`src/rtl/cache_pkg.sv`:
```
// Shared cache definitions: flush FSM state encoding and index-width helper.
package cache_pkg;

    typedef enum logic [1:0] {
        StIdle,
        StScan,
        StWb,
        StDone
    } flush_state_e;

    // Index width for n entries; a single entry still needs one bit.
    function automatic int unsigned idx_w(input int unsigned n);
        return (n > 1) ? $clog2(n) : 1;
    endfunction

endpackage

```
`src/rtl/cache_way_pick.sv`:
```
// Lowest-set-bit priority encoder across the ways of one set.
module cache_way_pick
    import cache_pkg::*;
#(
    parameter int unsigned WAYS = 4,
    localparam int unsigned WAY_W = idx_w(WAYS)
) (
    input  logic [WAYS-1:0]  i_bits,
    output logic [WAY_W-1:0] o_idx,
    output logic             o_any
);

    // Scan downward so the lowest set bit is the last one assigned.
    always_comb begin
        o_idx = '0;
        o_any = 1'b0;
        for (int i = int'(WAYS) - 1; i >= 0; i--) begin
            if (i_bits[i]) begin
                o_idx = WAY_W'(i);
                o_any = 1'b1;
            end
        end
    end

endmodule

```
`src/rtl/cache_state_array.sv`:
```
// Per-line valid/dirty store with combinational lookup, victim pick and a
// sequenced flush that hands dirty lines to write-back before invalidating.
module cache_state_array
    import cache_pkg::*;
#(
    parameter int unsigned SETS = 8,
    parameter int unsigned WAYS = 4,
    localparam int unsigned SET_W = idx_w(SETS),
    localparam int unsigned WAY_W = idx_w(WAYS)
) (
    input  logic             i_clk,
    input  logic             i_reset,
    input  logic [SET_W-1:0] i_rd_set,
    output logic [WAYS-1:0]  o_valid_out,
    output logic [WAYS-1:0]  o_dirty_out,
    output logic [WAY_W-1:0] o_victim_way,
    output logic             o_all_valid,
    input  logic             i_wr_en,
    output logic             o_wr_ready,
    input  logic [SET_W-1:0] i_wr_set,
    input  logic [WAYS-1:0]  i_wr_way_mask,
    input  logic             i_wr_valid,
    input  logic             i_wr_dirty,
    input  logic             i_flush_req,
    output logic             o_flush_busy,
    output logic             o_flush_done,
    output logic             o_wb_valid,
    input  logic             i_wb_ready,
    output logic [SET_W-1:0] o_wb_set,
    output logic [WAY_W-1:0] o_wb_way
);

    logic [SETS-1:0][WAYS-1:0] r_valid;
    logic [SETS-1:0][WAYS-1:0] r_dirty;
    flush_state_e              r_state;
    flush_state_e              w_state_d;
    logic [SET_W-1:0]          r_set;
    logic [SET_W-1:0]          r_wb_set;
    logic [WAY_W-1:0]          r_wb_way;
    logic [WAY_W-1:0]          w_fl_idx;
    logic                      w_fl_any;
    logic                      w_victim_any;
    logic                      w_wr_ready;
    logic                      w_last_set;

    assign o_valid_out = r_valid[i_rd_set];
    assign o_dirty_out = r_dirty[i_rd_set];
    assign o_all_valid = &r_valid[i_rd_set];

    cache_way_pick #(.WAYS(WAYS)) u_victim_pick (
        .i_bits (~r_valid[i_rd_set]),
        .o_idx  (o_victim_way),
        .o_any  (w_victim_any)
    );

    cache_way_pick #(.WAYS(WAYS)) u_flush_pick (
        .i_bits (r_valid[r_set] & r_dirty[r_set]),
        .o_idx  (w_fl_idx),
        .o_any  (w_fl_any)
    );

    assign w_wr_ready   = (r_state == StIdle);
    assign w_last_set   = (r_set == SET_W'(SETS - 1));
    assign o_wr_ready   = w_wr_ready;
    assign o_flush_busy = (r_state != StIdle);
    assign o_flush_done = (r_state == StDone);
    assign o_wb_valid   = (r_state == StWb);
    assign o_wb_set     = r_wb_set;
    assign o_wb_way     = r_wb_way;

    always_ff @(posedge i_clk) begin
        if (i_reset) begin
            r_state <= StIdle;
        end else begin
            r_state <= w_state_d;
        end
    end

    always_comb begin
        w_state_d = r_state;
        unique case (r_state)
            StIdle: if (i_flush_req) w_state_d = StScan;
            StScan: begin
                if (w_fl_any) begin
                    w_state_d = StWb;
                end else if (w_last_set) begin
                    w_state_d = StDone;
                end
            end
            StWb:   if (i_wb_ready) w_state_d = StScan;
            StDone: w_state_d = StIdle;
            default: w_state_d = StIdle;
        endcase
    end

    // Set counter and latched write-back offer; the offer stays put while in WB.
    always_ff @(posedge i_clk) begin
        if (i_reset) begin
            r_set    <= '0;
            r_wb_set <= '0;
            r_wb_way <= '0;
        end else begin
            if (r_state == StIdle && i_flush_req) begin
                r_set <= '0;
            end else if (r_state == StScan) begin
                if (w_fl_any) begin
                    r_wb_set <= r_set;
                    r_wb_way <= w_fl_idx;
                end else if (!w_last_set) begin
                    r_set <= r_set + 1'b1;
                end
            end
        end
    end

    always_ff @(posedge i_clk) begin
        if (i_reset) begin
            r_valid <= '0;
            r_dirty <= '0;
        end else begin
            if (i_wr_en && w_wr_ready) begin
                for (int i = 0; i < int'(WAYS); i++) begin
                    if (i_wr_way_mask[i]) begin
                        r_valid[i_wr_set][i] <= i_wr_valid;
                        r_dirty[i_wr_set][i] <= i_wr_dirty & i_wr_valid;
                    end
                end
            end
            // A set with no dirty line holds no dirty bits, so only valid needs clearing.
            if (r_state == StScan && !w_fl_any) begin
                r_valid[r_set] <= '0;
            end
            if (r_state == StWb && i_wb_ready) begin
                r_valid[r_wb_set][r_wb_way] <= 1'b0;
                r_dirty[r_wb_set][r_wb_way] <= 1'b0;
            end
        end
    end

endmodule

```
`config.mk`:
```
export PLATFORM = sky130hd
export DESIGN_NAME = cache_state_array
export DESIGN_NICKNAME = d
export VERILOG_FILES = /design/src/rtl/cache_pkg.sv /design/src/rtl/cache_way_pick.sv /design/src/rtl/cache_state_array.sv
export SDC_FILE = /design/constraint.sdc
export NUM_CORES = 1
export LEC_CHECK = 0
export CAP_MARGIN = 20
export CORE_ASPECT_RATIO = 0.8
export CORE_MARGIN = 4
export CORE_UTILIZATION = 40
export CTS_CLUSTER_DIAMETER = 40
export CTS_CLUSTER_SIZE = 25
export DETAILED_ROUTE_END_ITERATION = 10
export SYNTH_ARGS = -nofsm -noshare
export SYNTH_HDL_FRONTEND = slang
export SYNTH_SLANG_ARGS = --single-unit
```
`constraint.sdc`:
```
create_clock -name i_clk -period 3.45 [get_ports i_clk]
set_input_delay 1.035 -clock i_clk [delete_from_list [all_inputs] [get_ports i_clk]]
set_output_delay 1.035 -clock i_clk [all_outputs]
set_load 0.02 [all_outputs]
```
# After elaboration in Yosys (flattened, before gate mapping)
# Index checks and enable logic that the tools add are counted.
[totals]
wordCells = 139
in_bits = 17
output_inout_bits = 20
ff_bits = 74
[classes]
addsub = 1
bitwise = 11
eq_ne = 7
order_cmp = 9
muxes = 75
reduce_logical = 16
[ops]
columns = ["op", "n"]
rows = [
  ["$mux 32", 28],
  ["$bwmux 32", 8],
  ["$and 32x32->32", 3],
  ["$demux 4 s3", 6],
  ["$not 32->32", 2],
  ["$bmux 4 s3", 4],
  ["$mux 4", 7],
  ["$mux 2", 13],
  ["$lt 3x4->1 const B", 4],
  ["$ge 3x1->1 const B", 3],
  ["$reduce_and 3->1", 3],
  ["$logic_and 1x1->1", 8],
  ["$pmux 2 s4", 1],
  ["$mux 1", 6],
  ["$and 4x4->4", 1],
  ["$eq 2x2->1 const B", 2],
  ["$not 4->4", 1],
  ["$reduce_and 4->1", 1],
  ["$add 3x1->3 const B", 1],
  ["$eq 3x3->1 const B", 1],
  ["$lt 2x3->1 const B", 1],
  ["$mux 3", 1],
  ["$ne 3x3->1 const B", 1],
  ["$not 1->1", 3],
  ["other kinds (10)", 10],
]

# Longest topological paths before layout
# Gate-level depths: netlist (run 1).
[depth]
ltp_word = 25
depth_mapped = 8

# By module
# A second synthesis (run 1) with hierarchy kept.
[unflattened]
cells_unflattened = 536
area_unflattened_um2 = 4738.3
[modules_own_cells]
columns = ["mod", "area_per_inst_um2", "seq_area_each_um2", "cells_per_inst", "instances"]
rows = [
  ["cache_state_array", 4668.2, 1481.4, 522, 1],
  ["cache_way_pick", 35.0, 0.0, 7, 2],
]

# Least setup slack after synthesis (run 1)
# No wires, ideal clock.
[synth_path]
kind = "input-to-output"
from = "input port i_rd_set[0]"
to = "output port o_victim_way[0]"
required_time_ps = 2415
setup_slack_ps = -467
n_path_buf = 2
cell_stages = 5
t_arrival_ps = 2882
path_cell_list = "clkbuf_1 buf_4 mux4_2 mux2_2 a21boi_1"
[synth_between]
elab_cells_between_ends = 7
classes_between = "6 x mux; 1 x bitwise"
[synth_rtl]
columns = ["item", "line", "source"]
rows = [
  ["start, declared", "cache_state_array.sv:13", "input logic [SET_W-1:0] i_rd_set,"],
  ["$bmux 4 s3", "-", ""],
  ["$mux 4", "-", ""],
  ["via o_valid_out[1]", "cache_state_array.sv:14", "output logic [WAYS-1:0] o_valid_out,"],
  ["$not 4->4", "cache_state_array.sv:51", ".i_bits (~r_valid[i_rd_set]),"],
  ["$mux 2 (2 in series)", "cache_way_pick.sv:18", "if (i_bits[i]) begin"],
  ["end, declared", "cache_state_array.sv:16", "output logic [WAY_W-1:0] o_victim_way,"],
]
# The timed path passes the listed nets, and every way through them passes these cells. The select of a mux whose other input is x is not followed.

# Worst setup path in the final report (run 1)
[layout_path]
from = "input port i_rd_set[0]"
to = "output port o_victim_way[1]"
[layout_between]
elab_chain_cells = 7
[layout_lines]
columns = ["item", "line"]
rows = [
  ["$bmux 4 s3 (*)", "cache_state_array.sv:51"],
  ["$mux 4 (implied by the code) (*)", "cache_state_array.sv:51"],
  ["$not 4->4 (*)", "cache_state_array.sv:51"],
  ["$mux 2 (3 in series)", "cache_way_pick.sv:18"],
  ["$mux 2 (*)", "cache_way_pick.sv:18"],
]
# Mark *: on every way between the ends. The rest lies on a longest branch, timed or not. The select of a mux whose other input is x is not followed.

==> results of run 1 <==
[placed cells by master (no fill, tap or decap), types with 6 or more instances in the layout]
cell type          n
a221o_1           32
o211ai_1          12
nor2_1            24
clkbuf_16          9
o21ai_0           43
and3_1             8
mux4_2            16
a221oi_1          32
clkdlybuf4s50_1   21
buf_4             28
dfxtp_1           74
a21oi_1           32
and2_1             7
nand2b_1          10
nand3_1           37
nor3b_1            6
o21ai_1            6
mux2i_1            7
nand2_1          121
[cells by family (layout without fill, tap and decap cells)]
group           count (synthesis)  after routing  synth area share
compound gates                178            178             0.277
fa+ha+maj                       2              2           0.00537
buf+inv                        59             85            0.0518
flops                          74             74             0.318
mux                            31             31             0.112
simple gates                  235            235             0.236
[per-stage QoR]
| step | power (W) | instances | hold WS (ns) | util |
|---|---|---|---|---|
| 6_report | 0.00218 | 749 | 0.503 | 0.504 |
| 5_1_grt | 0.00224 | 749 | 0.526 | 0.504 |
| 4_1_cts | 0.00218 | 747 | 0.501 | 0.500 |
| 3_5_place_dp | 0.00110 | 731 | 0.492 | 0.468 |
| 3_3_place_gp | 0.00110 | 731 | 0.486 | 0.468 |
| 2_1_floorplan | 0.00102 | 579 | 0.463 | - |
[final timing paths]
kind / to / slack (ns) / depth (start not counted)
max reg2reg: r_valid[2] / 0.80 / 7
min: r_dirty[3] / 0.50 / 2
min reg2reg: r_dirty[3] / 0.50 / 2
max: o_victim_way[1] / 0.04 / 6
[power by group]
group,switching [W],internal (W),total [W]
registers,0.0000108,0.000863,0.000873
clock network,0.000394,0.000692,0.00109
logic,0.000136,0.0000834,0.000220
[state kept, by name, indices dropped and copies added, names as in the netlist]
| name | cells |
|---|---|
| r_set | 3 |
| o_wb_way | 2 |
| r_valid | 32 |
| r_state | 2 |
| o_wb_set | 3 |
| r_dirty | 32 |
[metal layers]
metal | wire length, um | track usage | up-vias
li1 | - | - | 2226
met4 | 313 | 0.0780 | 0
met1 | 7300 | 0.357 | 2360
met5 | 0 | 0 | -
met3 | 1660 | 0.0561 | 33
met2 | 7000 | 0.340 | 299
[worst max-delay path, cell delays in order]
cell     delay (ns)
buf_12         0.09
buf_12         0.12
mux4_2         0.50
mux2_4         0.33
a21oi_2        0.17
buf_6          0.13
[area by class of cell]
class / instances / area share
Inverter: 1 / 0.000668
Tap cell: 144 / 0.0321
Multi-Input combinational cell: 446 / 0.532
Clock buffer: 12 / 0.0474
Sequential cell: 74 / 0.264
Timing Repair Buffer: 68 / 0.111
Clock inverter: 4 / 0.0129
[what timing repair did]
| item | CTS | global route |
|---|---|---|
| hold endpoints to repair | 0 | 0 |
| pin swaps | 2 | 1 |
| gates resized for setup | 62 | 8 |
| setup endpoints to repair | 11 | 8 |
==> impl_metrics.yaml, run 1 <==
run_status:
  outcome: "finished, final reports clean"
global_routing:
  antenna_found_initial: 0
  grt_pass1_vias: 4457
  grt_pass1_wl_um: 25400
  track_usage: 0.240
  grt_overflow: 0
  grt_max_degree: 40
synth:
  syn-num-nets: 598
  synth-seq-cells: 74
  yosys_most_used_dff: "dfxtp_1"
  synth_cells: 579
  synthArstFlopShare: 0
  synth_top_cell_by_area: "dfxtp_1"
  synth_common_cells: "122 x nand2_1, 74 x dfxtp_1, 43 x clkbuf_1, 43 x o21ai_0, 37 x nand3_1"
  synth_edf_count: 0
  synthesis.area_per_instance_um2: 8.05
  yosysTopAreaCellShare: 0.318
  synth.most_common_cell: "nand2_1"
  synth.distinct_cells: 44
  synth_area_leaders: "dfxtp_1 32%, nand2_1 9.8%, mux4_2 7.7%"
  seq_area_frac_synth: 0.318
  yosysWarnings: 0
  netlist_area_um2: 4660
flow_run:
  cap_violations: 0
timing:
  setup_viol_count_final: 0
  period_share: 0.988
  final.setup.worst_slack_ns: 0.0399
  clock_skew_ns: 0.00852
  worstMarginPinSlew_ns: 1.04
  rsz0062_at_grt: "no"
  slew_headroom: 0.300
  max_freq_mhz: 293
  final.setup.tns_ns: 0
  final_hold_viol_count: 0
  slew_violations: 0
  period_minus_slack_ns: 3.41
place:
  dp_worst_setup_slack_ns: -0.960
  gp_congestion: 0.935
  placed_area_um2: 5220
  dp_hpwl_um: 11600
  io_buffers: 36
route:
  drtAntennaViolNets: 0
  drt_iter0_markers: 672
  routedWlPerCell_um: 21.7
  routed-via-count: 4918
  avgViaCountPerCell: 6.57
  drc_errors: 0
  routed_wl_um: 16300
  firstDrtPassIters: 8
min_path:
  hp-class: "reg2reg"
  worstHoldStart: "r_dirty[3]"
power:
  power_density_nw_per_um2: 388
  cellLeakagePower_nw: 1.87
  vdd_drop_max_v: 0.000269
cts:
  insertion_delay_ns: 0.35
  cts.sinks: 74
  cts_buffers: 9
  cts_root_buf: "clkbuf_16"
  cts_buffer_depth: 2
  cts_tree: "built"
  hold_buffers: 0
  clk_pin_slew_ns: 0.06
  cts_setup_buffers: 0
  cts_htree_levels: 3
critical_path:
  startpoint: "i_rd_set[0]"
  startpoint_type: "primary input"
  reg2reg_from: "r_set[2]"
  cp_max_fo: 7
  cp.arrival_ns: 2.38
  cp_data_required_time_ns: 2.41
  endpoint_kind: "output pin"
  crit_type: "in2out"
finish:
  register_area_um2: 1480
  drive_above_1_share: 0.169
  final_nets: 619
  multi_input_area_um2: 2990
  nFillCells: 1086
  synthToLayoutAreaGrowth_pct: 20.5
  design_area_um2: 5620
  antenna_cells: 0
floorplanning:
  chipWidth_um: 129
  num_io_pins: 37
  die_area_um2: 13500
  row_count: 34
  fp.dieH_um: 105
  core_area_um2: 11100
  initial_core_util: 0.418
(Power assumes the default switching activity.)
==> inputs of run 2 (changes only) <==
--- a/config.mk
+++ b/config.mk
@@ -7,7 +7,7 @@
 export LEC_CHECK = 0
 export CAP_MARGIN = 20
 export CORE_ASPECT_RATIO = 0.8
-export CORE_MARGIN = 4
+export CORE_MARGIN = 1
 export CORE_UTILIZATION = 40
 export CTS_CLUSTER_DIAMETER = 40
 export CTS_CLUSTER_SIZE = 25
==> run 2 against run 1 <==
  * Clock skew fell by 0.0028 ns
  * Hold slack improved by 0.0030 ns
  * Sequential power rose by 0.7%
  * First-iteration DRC count fell by 2.5%
  * Combinational power fell by 5%
  * Sequential share of layout area rose by 0.30 points
  * Fmax rose by 0.55%
  * Setup slack improved by 0.019 ns
  * Critical endpoint unchanged
==> impl_metrics.yaml, run 2 (synthesized netlist as in run 1, its figures left out) <==
global_routing:
  grt_pass1_vias: 4288
  track_usage: 0.276
  antenna_found_initial: 0
  grt_max_degree: 50
  grt_pass1_wl_um: 25100
  grt_overflow: 0
timing:
  slew_violations: 0
  holdWs_ns: 0.506
  final.setup.worst_slack_ns: 0.0586
  max_freq_mhz: 295
  final_hold_viol_count: 0
  worstMarginPinSlew_ns: 1.14
  period_share: 0.983
  setup_viol_count_final: 0
  slew_headroom: 0.236
  rsz0062_at_grt: "no"
  clock_skew_ns: 0.00568
  period_minus_slack_ns: 3.39
power:
  p_int_w: 0.00150
  combPwrFrac: 0.103
  power_density_nw_per_um2: 366
  seqPwrFrac: 0.432
  finalPower_w: 0.00203
  vdd_drop_max_v: 0.000301
  clock_power_share: 0.464
  switching_share: 0.262
  cellLeakagePower_nw: 1.81
  power_switching_w: 0.000533
floorplanning:
  num_io_pins: 37
  fp.dieH_um: 98.6
  row_count: 34
  chipWidth_um: 123
  initial_core_util: 0.420
  die_area_um2: 12100
  core_area_um2: 11100
route:
  routed_wl_um: 16100
  routed-via-count: 4901
  avgViaCountPerCell: 6.56
  firstDrtPassIters: 5
  drc_errors: 0
  drt_iter0_markers: 655
  drtAntennaViolNets: 0
  routedWlPerCell_um: 21.5
finish:
  reg_top3: "r_dirty (32), r_valid (32)"
  drive_above_1_share: 0.166
  synthToLayoutAreaGrowth_pct: 19.2
  final_common_cell: "nand2_1"
  final_nets: 617
  design_area_um2: 5560
  antenna_cells: 0
  register_area_um2: 1480
  multi_input_area_um2: 2990
  instances_no_fill: 747
  mostFrequentLayoutCells: "121 x nand2_1, 74 x dfxtp_1, 43 x o21ai_0"
  nFillCells: 1067
cts:
  clk_pin_slew_ns: 0.06
  cts_setup_buffers: 0
  cts_root_buf: "clkbuf_16"
  cts_buffers: 9
  cts.sinks: 74
  cts_htree_levels: 3
  insertion_delay_ns: 0.34
  cts_buffer_depth: 2
  hold_buffers: 0
  cts_tree: "built"
place:
  gp_congestion: 0.983
  io_buffers: 36
  dp_hpwl_um: 11300
  dp.cells: 729
  dp_worst_setup_slack_ns: -0.948
  placed_area_um2: 5220
run_status:
  outcome: "finished, final reports clean"
critical_path:
  crit_path_max_incr_delay_ns: 0.49
  cp.arrival_ns: 2.36
  startpoint_type: "primary input"
  endpoint_kind: "output pin"
  cp_max_fo: 7
  cp_cell_sequence: "buf_12, buf_12, mux4_2, mux2_4, a21oi_2, buf_4"
  cp_data_required_time_ns: 2.41
  cpMostUsedCell: "buf_12"
  critical-path-slowest-cell: "mux4_2"
  crit_type: "in2out"
min_path:
  hp-class: "reg2reg"
flow_run:
  cap_violations: 0
-- run 2: worst max-delay path: cells and delay by family --
family          cells  cell delay (ns)
compound gates      1             0.14
buf+inv             3             0.36
mux                 2             0.81
-- run 2: repair_timing --
action / in CTS / in global routing
pin swaps: 3 / 1
endpoints found under the setup margin: 11 / 10
resized for setup: 63 / 6
endpoints found under the hold margin: 0 / 0
-- run 2: final timing paths --
kind,start,end,slack (ns),cells past startpoint
setup / recovery,i_rd_set[0],o_victim_way[1],0.06,6
hold / removal,r_dirty[9],r_dirty[9],0.51,2
hold reg to reg,r_dirty[9],r_dirty[9],0.51,2
setup reg to reg,r_set[2],r_valid[28],0.64,7
-- run 2: layout make-up --
type / instances / share of cell area
Clock buffer: 9 / 0.0405
Clock inverter: 7 / 0.0126
Timing Repair Buffer: 66 / 0.109
Inverter: 1 / 0.000675
Tap cell: 144 / 0.0324
Sequential cell: 74 / 0.267
Multi-Input combinational cell: 446 / 0.538
-- run 2: power groups by stage --
stage	clock [W]	combinational (W)	sequential [W]
3_3_place_gp	0	0.000201	0.000897
4_1_cts	0.000950	0.000208	0.000878
3_5_place_dp	0	0.000205	0.000897
2_1_floorplan	0	0.000133	0.000886
6_report	0.000944	0.000210	0.000879
5_1_grt	0.000979	0.000226	0.000879
-- run 2: stage by stage --
step                      utilization  setup TNS [ns]
final                           0.501               0
after global routing            0.501               0
after CTS                       0.499          -0.110
after detailed placement        0.470           -8.88
after global placement          0.470           -8.66
after floorplan                     -          -0.102
-- run 2: metal layers --
| metal | up-vias | part of all wire | GRT usage |
|---|---|---|---|
| met3 | 37 | 0.10 | 0.0700 |
| met4 | 0 | 0.021 | 0.0769 |
| met5 | - | 0 | 0 |
| li1 | 2217 | - | - |
| met1 | 2372 | 0.45 | 0.411 |
| met2 | 275 | 0.42 | 0.389 |
